[config.mk]
export PLATFORM = sky130hd
export DESIGN_NAME = avalon_master_cmd_splitter
export DESIGN_NICKNAME = d
export VERILOG_FILES = /design/src/rtl/avalon_master_cmd_splitter_pkg.sv /design/src/rtl/avalon_burst_len_calc.sv /design/src/rtl/avalon_master_cmd_splitter.sv
export SDC_FILE = /design/constraint.sdc
export NUM_CORES = 1
export LEC_CHECK = 0
export CAP_MARGIN = 30
export CORE_AREA = 4 4 94 132
export DETAILED_ROUTE_END_ITERATION = 8
export DIE_AREA = 0 0 98 136
export DONT_BUFFER_PORTS = 1
export GPL_ROUTABILITY_DRIVEN = 0
export PLACE_DENSITY = 0.69
export SYNTH_ARGS = -nofsm -noshare
export SYNTH_HDL_FRONTEND = slang
export SYNTH_SLANG_ARGS = --single-unit
[constraint.sdc]
create_clock -name ACLK -period 5.5 [get_ports ACLK]
set_clock_uncertainty 0.15 [all_clocks]
set_input_delay 0.825 -clock ACLK [delete_from_list [all_inputs] [get_ports ACLK]]
set_output_delay 0.825 -clock ACLK [all_outputs]
set_load 0.03 [all_outputs]
[src/rtl/avalon_master_cmd_splitter_pkg.sv]
// Shared types and constants for the Avalon master command splitter.
// State encoding, AVMF-style log2 helper, default word geometry.
package avalon_master_cmd_splitter_pkg;

  typedef enum logic [1:0] {
    IDLE  = 2'd0,
    CALC  = 2'd1,
    ISSUE = 2'd2,
    FIN   = 2'd3
  } state_e;

  // Ceiling log2; exact for the power-of-two word sizes the bridge uses.
  function automatic integer log2(input integer value);
    integer r;
    r = 0;
    while ((1 << r) < value) r = r + 1;
    return r;
  endfunction

  localparam int WORD_BYTES     = 4;
  localparam int ADDRMASK_WIDTH = log2(WORD_BYTES);

endpackage

[src/rtl/avalon_burst_len_calc.sv]
// Combinational burst length: min(remaining, MAX_BURST), further limited to the
// words left before the next BOUNDARY_BYTES boundary when AVMCS_BOUNDARY_SPLIT_EN is defined.
module avalon_burst_len_calc #(
  parameter int ADDR_W         = 32,
  parameter int SIZE_W         = 24,
  parameter int MAX_BURST      = 256,
  parameter int BOUNDARY_BYTES = 4096,
  parameter int ADDR_LSB       = 2
) (
  input  logic [ADDR_W-1:0] cur_addr,
  input  logic [SIZE_W-1:0] remaining,
  output logic [8:0]        len
);

`ifdef AVMCS_BOUNDARY_SPLIT_EN
  localparam bit BOUNDARY_EN = 1'b1;
`else
  localparam bit BOUNDARY_EN = 1'b0;
`endif

  logic [8:0]        cap;
  logic [ADDR_W-1:0] offset;
  logic [ADDR_W-1:0] words_to_boundary;

  always_comb begin
    cap               = (remaining > SIZE_W'(MAX_BURST)) ? 9'(MAX_BURST) : remaining[8:0];
    offset            = cur_addr & ADDR_W'(BOUNDARY_BYTES - 1);
    words_to_boundary = (ADDR_W'(BOUNDARY_BYTES) - offset) >> ADDR_LSB;
    len               = cap;
    if (BOUNDARY_EN && (words_to_boundary < ADDR_W'(cap))) len = words_to_boundary[8:0];
  end

endmodule

[src/rtl/avalon_master_cmd_splitter.sv]
// Splits one DMA request into Avalon bursts on the bridge user_* command handshake.
// Accept->enable 2 cycles; one burst outstanding, enable held until user_done (optional AVMCS_BOUNDARY_SPLIT_EN).
module avalon_master_cmd_splitter
  import avalon_master_cmd_splitter_pkg::*;
#(
  parameter int C_AVM_ADDR_WIDTH = 32,
  parameter int C_AVM_DATA_WIDTH = WORD_BYTES * 8,
  parameter int SIZE_WIDTH       = 24,
  parameter int MAX_BURST        = 256,
  parameter int BOUNDARY_BYTES   = 4096
) (
  input  logic                        ACLK,
  input  logic                        ARESETN,
  input  logic                        req_valid,
  output logic                        req_ready,
  input  logic                        req_write,
  input  logic [C_AVM_ADDR_WIDTH-1:0] req_addr,
  input  logic [SIZE_WIDTH-1:0]       req_size,
  output logic                        req_done,
  output logic                        busy,
  output logic [C_AVM_ADDR_WIDTH-1:0] user_addr,
  output logic                        user_read_enable,
  output logic                        user_write_enable,
  output logic [8:0]                  user_word_size,
  input  logic                        user_done
);

  localparam int BYTES_PER_WORD = C_AVM_DATA_WIDTH / 8;
  localparam int ADDR_LSB       = log2(BYTES_PER_WORD);
  localparam logic [C_AVM_ADDR_WIDTH-1:0] ADDR_MASK = ~C_AVM_ADDR_WIDTH'(BYTES_PER_WORD - 1);

  state_e                      state_q, state_d;
  logic                        write_q, write_d;
  logic [C_AVM_ADDR_WIDTH-1:0] cur_addr_q, cur_addr_d;
  logic [SIZE_WIDTH-1:0]       remaining_q, remaining_d;
  logic [C_AVM_ADDR_WIDTH-1:0] user_addr_q, user_addr_d;
  logic [8:0]                  word_size_q, word_size_d;
  logic                        rd_en_q, rd_en_d;
  logic                        wr_en_q, wr_en_d;
  logic                        req_ready_q, req_ready_d;
  logic                        req_done_q, req_done_d;
  logic                        busy_q, busy_d;
  logic [8:0]                  burst_len;

  avalon_burst_len_calc #(
    .ADDR_W        (C_AVM_ADDR_WIDTH),
    .SIZE_W        (SIZE_WIDTH),
    .MAX_BURST     (MAX_BURST),
    .BOUNDARY_BYTES(BOUNDARY_BYTES),
    .ADDR_LSB      (ADDR_LSB)
  ) u_len_calc (
    .cur_addr (cur_addr_q),
    .remaining(remaining_q),
    .len      (burst_len)
  );

  always_comb begin
    state_d     = state_q;
    write_d     = write_q;
    cur_addr_d  = cur_addr_q;
    remaining_d = remaining_q;
    user_addr_d = user_addr_q;
    word_size_d = word_size_q;
    rd_en_d     = rd_en_q;
    wr_en_d     = wr_en_q;
    req_ready_d = req_ready_q;
    req_done_d  = 1'b0;
    busy_d      = busy_q;

    unique case (state_q)
      IDLE: begin
        if (req_valid && req_ready_q) begin
          write_d     = req_write;
          cur_addr_d  = req_addr & ADDR_MASK;
          remaining_d = req_size;
          req_ready_d = 1'b0;
          busy_d      = 1'b1;
          state_d     = (req_size == '0) ? FIN : CALC;
        end
      end
      CALC: begin
        user_addr_d = cur_addr_q;
        word_size_d = burst_len;
        rd_en_d     = ~write_q;
        wr_en_d     = write_q;
        state_d     = ISSUE;
      end
      ISSUE: begin
        // Dropping the enable here guarantees the low gap the bridge needs to
        // avoid restarting the burst it just finished.
        if (user_done) begin
          rd_en_d     = 1'b0;
          wr_en_d     = 1'b0;
          cur_addr_d  = cur_addr_q + (C_AVM_ADDR_WIDTH'(word_size_q) << ADDR_LSB);
          remaining_d = remaining_q - SIZE_WIDTH'(word_size_q);
          state_d     = (remaining_d != '0) ? CALC : FIN;
        end
      end
      FIN: begin
        req_done_d  = 1'b1;
        busy_d      = 1'b0;
        req_ready_d = 1'b1;
        state_d     = IDLE;
      end
      default: state_d = IDLE;
    endcase
  end

  always_ff @(posedge ACLK or negedge ARESETN) begin
    if (!ARESETN) begin
      state_q     <= IDLE;
      write_q     <= 1'b0;
      cur_addr_q  <= '0;
      remaining_q <= '0;
      user_addr_q <= '0;
      word_size_q <= '0;
      rd_en_q     <= 1'b0;
      wr_en_q     <= 1'b0;
      req_ready_q <= 1'b1;
      req_done_q  <= 1'b0;
      busy_q      <= 1'b0;
    end else begin
      state_q     <= state_d;
      write_q     <= write_d;
      cur_addr_q  <= cur_addr_d;
      remaining_q <= remaining_d;
      user_addr_q <= user_addr_d;
      word_size_q <= word_size_d;
      rd_en_q     <= rd_en_d;
      wr_en_q     <= wr_en_d;
      req_ready_q <= req_ready_d;
      req_done_q  <= req_done_d;
      busy_q      <= busy_d;
    end
  end

  assign req_ready         = req_ready_q;
  assign req_done          = req_done_q;
  assign busy              = busy_q;
  assign user_addr         = user_addr_q;
  assign user_read_enable  = rd_en_q;
  assign user_write_enable = wr_en_q;
  assign user_word_size    = word_size_q;

endmodule

==> flow_metrics.py <==
metrics = {
    "yosys": {
        "ys_top_cells_by_area": "dfrtp_1, nand2_1, ha_1",
        "number_of_enable_type_register_cells_in_the_synthesized_netlist": 0,
        "post-synth-top-count-cell": "nand2_1",
        "ys_async_sr_fraction_pct": 100,
        "seq_area_frac_synth_pct": 41.0,
        "syn-cell-area_mm2": 0.00617,
        "synth-warning-count": 0,
        "yosys_register_bits": 101,
        "dominant_register_cell_in_the_synthesized_netlist": "dfrtp_1",
        "post_synthesis_cell_type_count": 75,
        "synth_area_per_cell_um2": 8.36,
        "synth_top_area_share_pct": 40.6,
        "yosys-top-cells-count": "nand2_1, dfrtp_1, nor2_1",
        "yosys.area.top_type": "dfrtp_1",
        "syn_inst": 738,
    },
    "sta": {
        "final.min_clock_period_ns": 3.49,
        "slew_headroom_pct": 51.1,
        "timing.final.setup_violations": 0,
        "setup_repair_after_global_routing_missed_its_margin": "no",
        "final-max-slew-violation-count": 0,
        "fin_crit_sh_pct": 63.5,
        "timing.setup.tns_ns": 0,
        "max_freq_mhz": 287,
        "final_hold_slack_ns": 0.0212,
        "final_report_hold_violation_count": 0,
        "tightestPinTransition_ns": 0.734,
    },
    "worst_setup_path": {
        "cpLargestDelayFamily": "compound AO/OA/AOI/OAI gates",
        "worst_path_max_delay_cell": "a2111oi_0",
        "worst_r2r_end": "state_q[1]",
        "setup.worst_path.end_class": "register",
        "timing_worst_setup_path_type": "register to register",
        "cp-start-kind": "register",
        "timing.critical_path.arrival_ns": 3.58,
        "timing.critical_path.cells": "ha_1 -> fa_1 -> nor4b_1 -> nand4_1 -> a21oi_1 -> o221ai_1 -> a2111oi_0 -> o2111ai_1 -> o41ai_1",
        "timing.reg2reg.setup_slack_ns": 2.01,
        "timing.critical_path.fanout_max": 4,
        "worstPathBufferInverterCount": 0,
        "crit_required_ns": 5.59,
        "max_stage_delay_ns": 0.60,
        "worst_reg2reg_path_depth": 9,
        "r2r_start": "user_word_size[0]",
    },
    "clocking": {
        "ctsLongestPathBuffers": 2,
        "cts.repair.resized": 0,
        "clk-insertion-delay-late_ns": 0.34,
        "cts.sink_count": 101,
        "root_buffer": "clkbuf_16",
        "cts.repair_timing.setup_buffer_count": 0,
        "cts_inserted_buffers": 9,
        "holdBufCountCts": 0,
        "ctsHtreeMaxLevel": 3,
        "tritoncts": "built",
        "clkSlewWorstSetupHoldPaths_ns": 0.07,
    },
    "run": {
        "cap_violations": 0,
    },
    "final_layout": {
        "syn_to_final_growth_pct": 5.96,
        "share_of_final_layout_standard_cells_stronger_than_drive_strength_1_pct": 6.47,
        "final_nets": 788,
    },
    "power": {
        "total_leakage_power_uw": 0.00279,
        "power-per-cell-area_mw_per_mm2": 589,
        "ir_drop_uv": 273,
    },
    "place": {
        "detailedPlacementHpwl_um": 11600,
        "port_buffers": 0,
    },
    "detailed_routing": {
        "first_iter_violations": 243,
        "wl_per_cell_um": 19.7,
        "vias": 5466,
        "drt_pass1_iterations": 4,
        "routed_wirelength_um": 16900,
        "route.detailed.drc": 0,
        "routed_via_density": 6.39,
        "ant_nets": 0,
    },
    "floorplan": {
        "dieHeight_um": 136,
        "standard_cell_row_count": 46,
        "die_area_mm2": 0.0133,
        "top_level_ports": 107,
        "die_w_um": 98,
        "core_region_area_mm2": 0.0112,
        "initial_core_util_pct": 55.0,
    },
    "hold_path": {
        "worst_min_path_class": "primary input to async pin",
    },
    "global_routing": {
        "grt.total_usage_pct": 25.0,
        "grt_pass1_wl_um": 27000,
        "initial_antenna_violation_count": 0,
        "grt_start_max_net_pins": 102,
        "grt_pass1_vias": 5410,
        "grt.overflow.total": 0,
    },
    "status": {
        "outcome": "finished clean",
    },
}
## flip-flops by register name, indices dropped and copies added, names as in the netlist
register,count
user_write_enable,1
user_word_size,9
state_q,2
remaining_q,24
user_addr,30
busy,1
req_done,1
req_ready,1
cur_addr_q,30
write_q,1
user_read_enable,1
## power by group
part / internal, uW / switching (uW)
clock: 396 / 281
sequential: 1050 / 582
combinational: 600 / 941
total: 2050 / 1800
## kinds of logic (layout without fill, tap and decap cells)
kind of cell / count (synthesis) / in the layout / share of synthesized area, %
flip-flops: 101 / 101 / 41.0
XOR/XNOR: 8 / 8 / 1.14
buffers and inverters: 76 / 48 / 5.03
adder cells (fa/ha/maj): 20 / 20 / 4.30
other: 1 / 3 / 0.0608
multiplexers: 3 / 3 / 0.527
AND/OR/NAND/NOR: 310 / 310 / 23.8
AO/OA/AOI/OAI: 219 / 219 / 24.1
## how the worst max path moves through the flow
stage / start / end / slack, ns / cells after the start
3_3_place_gp: user_word_size[0] / state_q[1] / 2.05 / 9
5_1_grt: user_word_size[0] / state_q[1] / 1.71 / 9
4_1_cts: user_word_size[0] / state_q[1] / 2.04 / 9
6_report: user_word_size[0] / state_q[1] / 2.01 / 9
3_5_place_dp: user_word_size[0] / state_q[1] / 2.07 / 9
2_1_floorplan: user_word_size[0] / cur_addr_q[24] / 2.64 / 11
## cells in the final DEF, fill, tap and decap left out, types with 15 or more instances in the layout
master / count
dfrtp_1: 100
nor2_1: 48
inv_1: 25
nand2_1: 139
a211oi_1: 15
a21oi_1: 42
ha_1: 18
o21ai_0: 41
nor3_1: 25
nand3_1: 19
## area by class of cell
| cell class | count | area, um2 |
|---|---|---|
| well taps | 144 | 180 |
| flip-flops and latches | 101 | 2530 |
| clock buffers | 9 | 225 |
| fillers | 1027 | 4680 |
| repair buffers | 7 | 65.1 |
| clock inverters | 6 | 88.8 |
| multi-input cells | 562 | 3350 |
| inverters | 26 | 97.6 |
| diodes | 1 | 2.50 |
## routing by layer
| metal | vias up | track usage, % | part of all wire, % |
|---|---|---|---|
| met5 | - | 0 | 0 |
| met4 | 0 | 10.9 | 3.0 |
| met3 | 38 | 4.83 | 5.1 |
| met2 | 162 | 45.0 | 52 |
| met1 | 2645 | 28.7 | 40 |
| li1 | 2621 | - | - |
## stage by stage
| step | setup slack, ns | cells | cell area [um2] | util, % | total power (uW) |
|---|---|---|---|---|---|
| 2_1_floorplan | 2.64 | 739 | 6170 | - | 2780 |
| 4_1_cts | 2.04 | 855 | 6540 | 58.2 | 3850 |
| 5_1_grt | 1.71 | 855 | 6540 | 58.2 | 4120 |
| 3_3_place_gp | 2.05 | 840 | 6220 | 55.4 | 3100 |
| 6_report | 2.01 | 856 | 6540 | 58.3 | 3850 |
| 3_5_place_dp | 2.07 | 840 | 6220 | 55.4 | 3170 |
(Power assumes the default switching activity.)
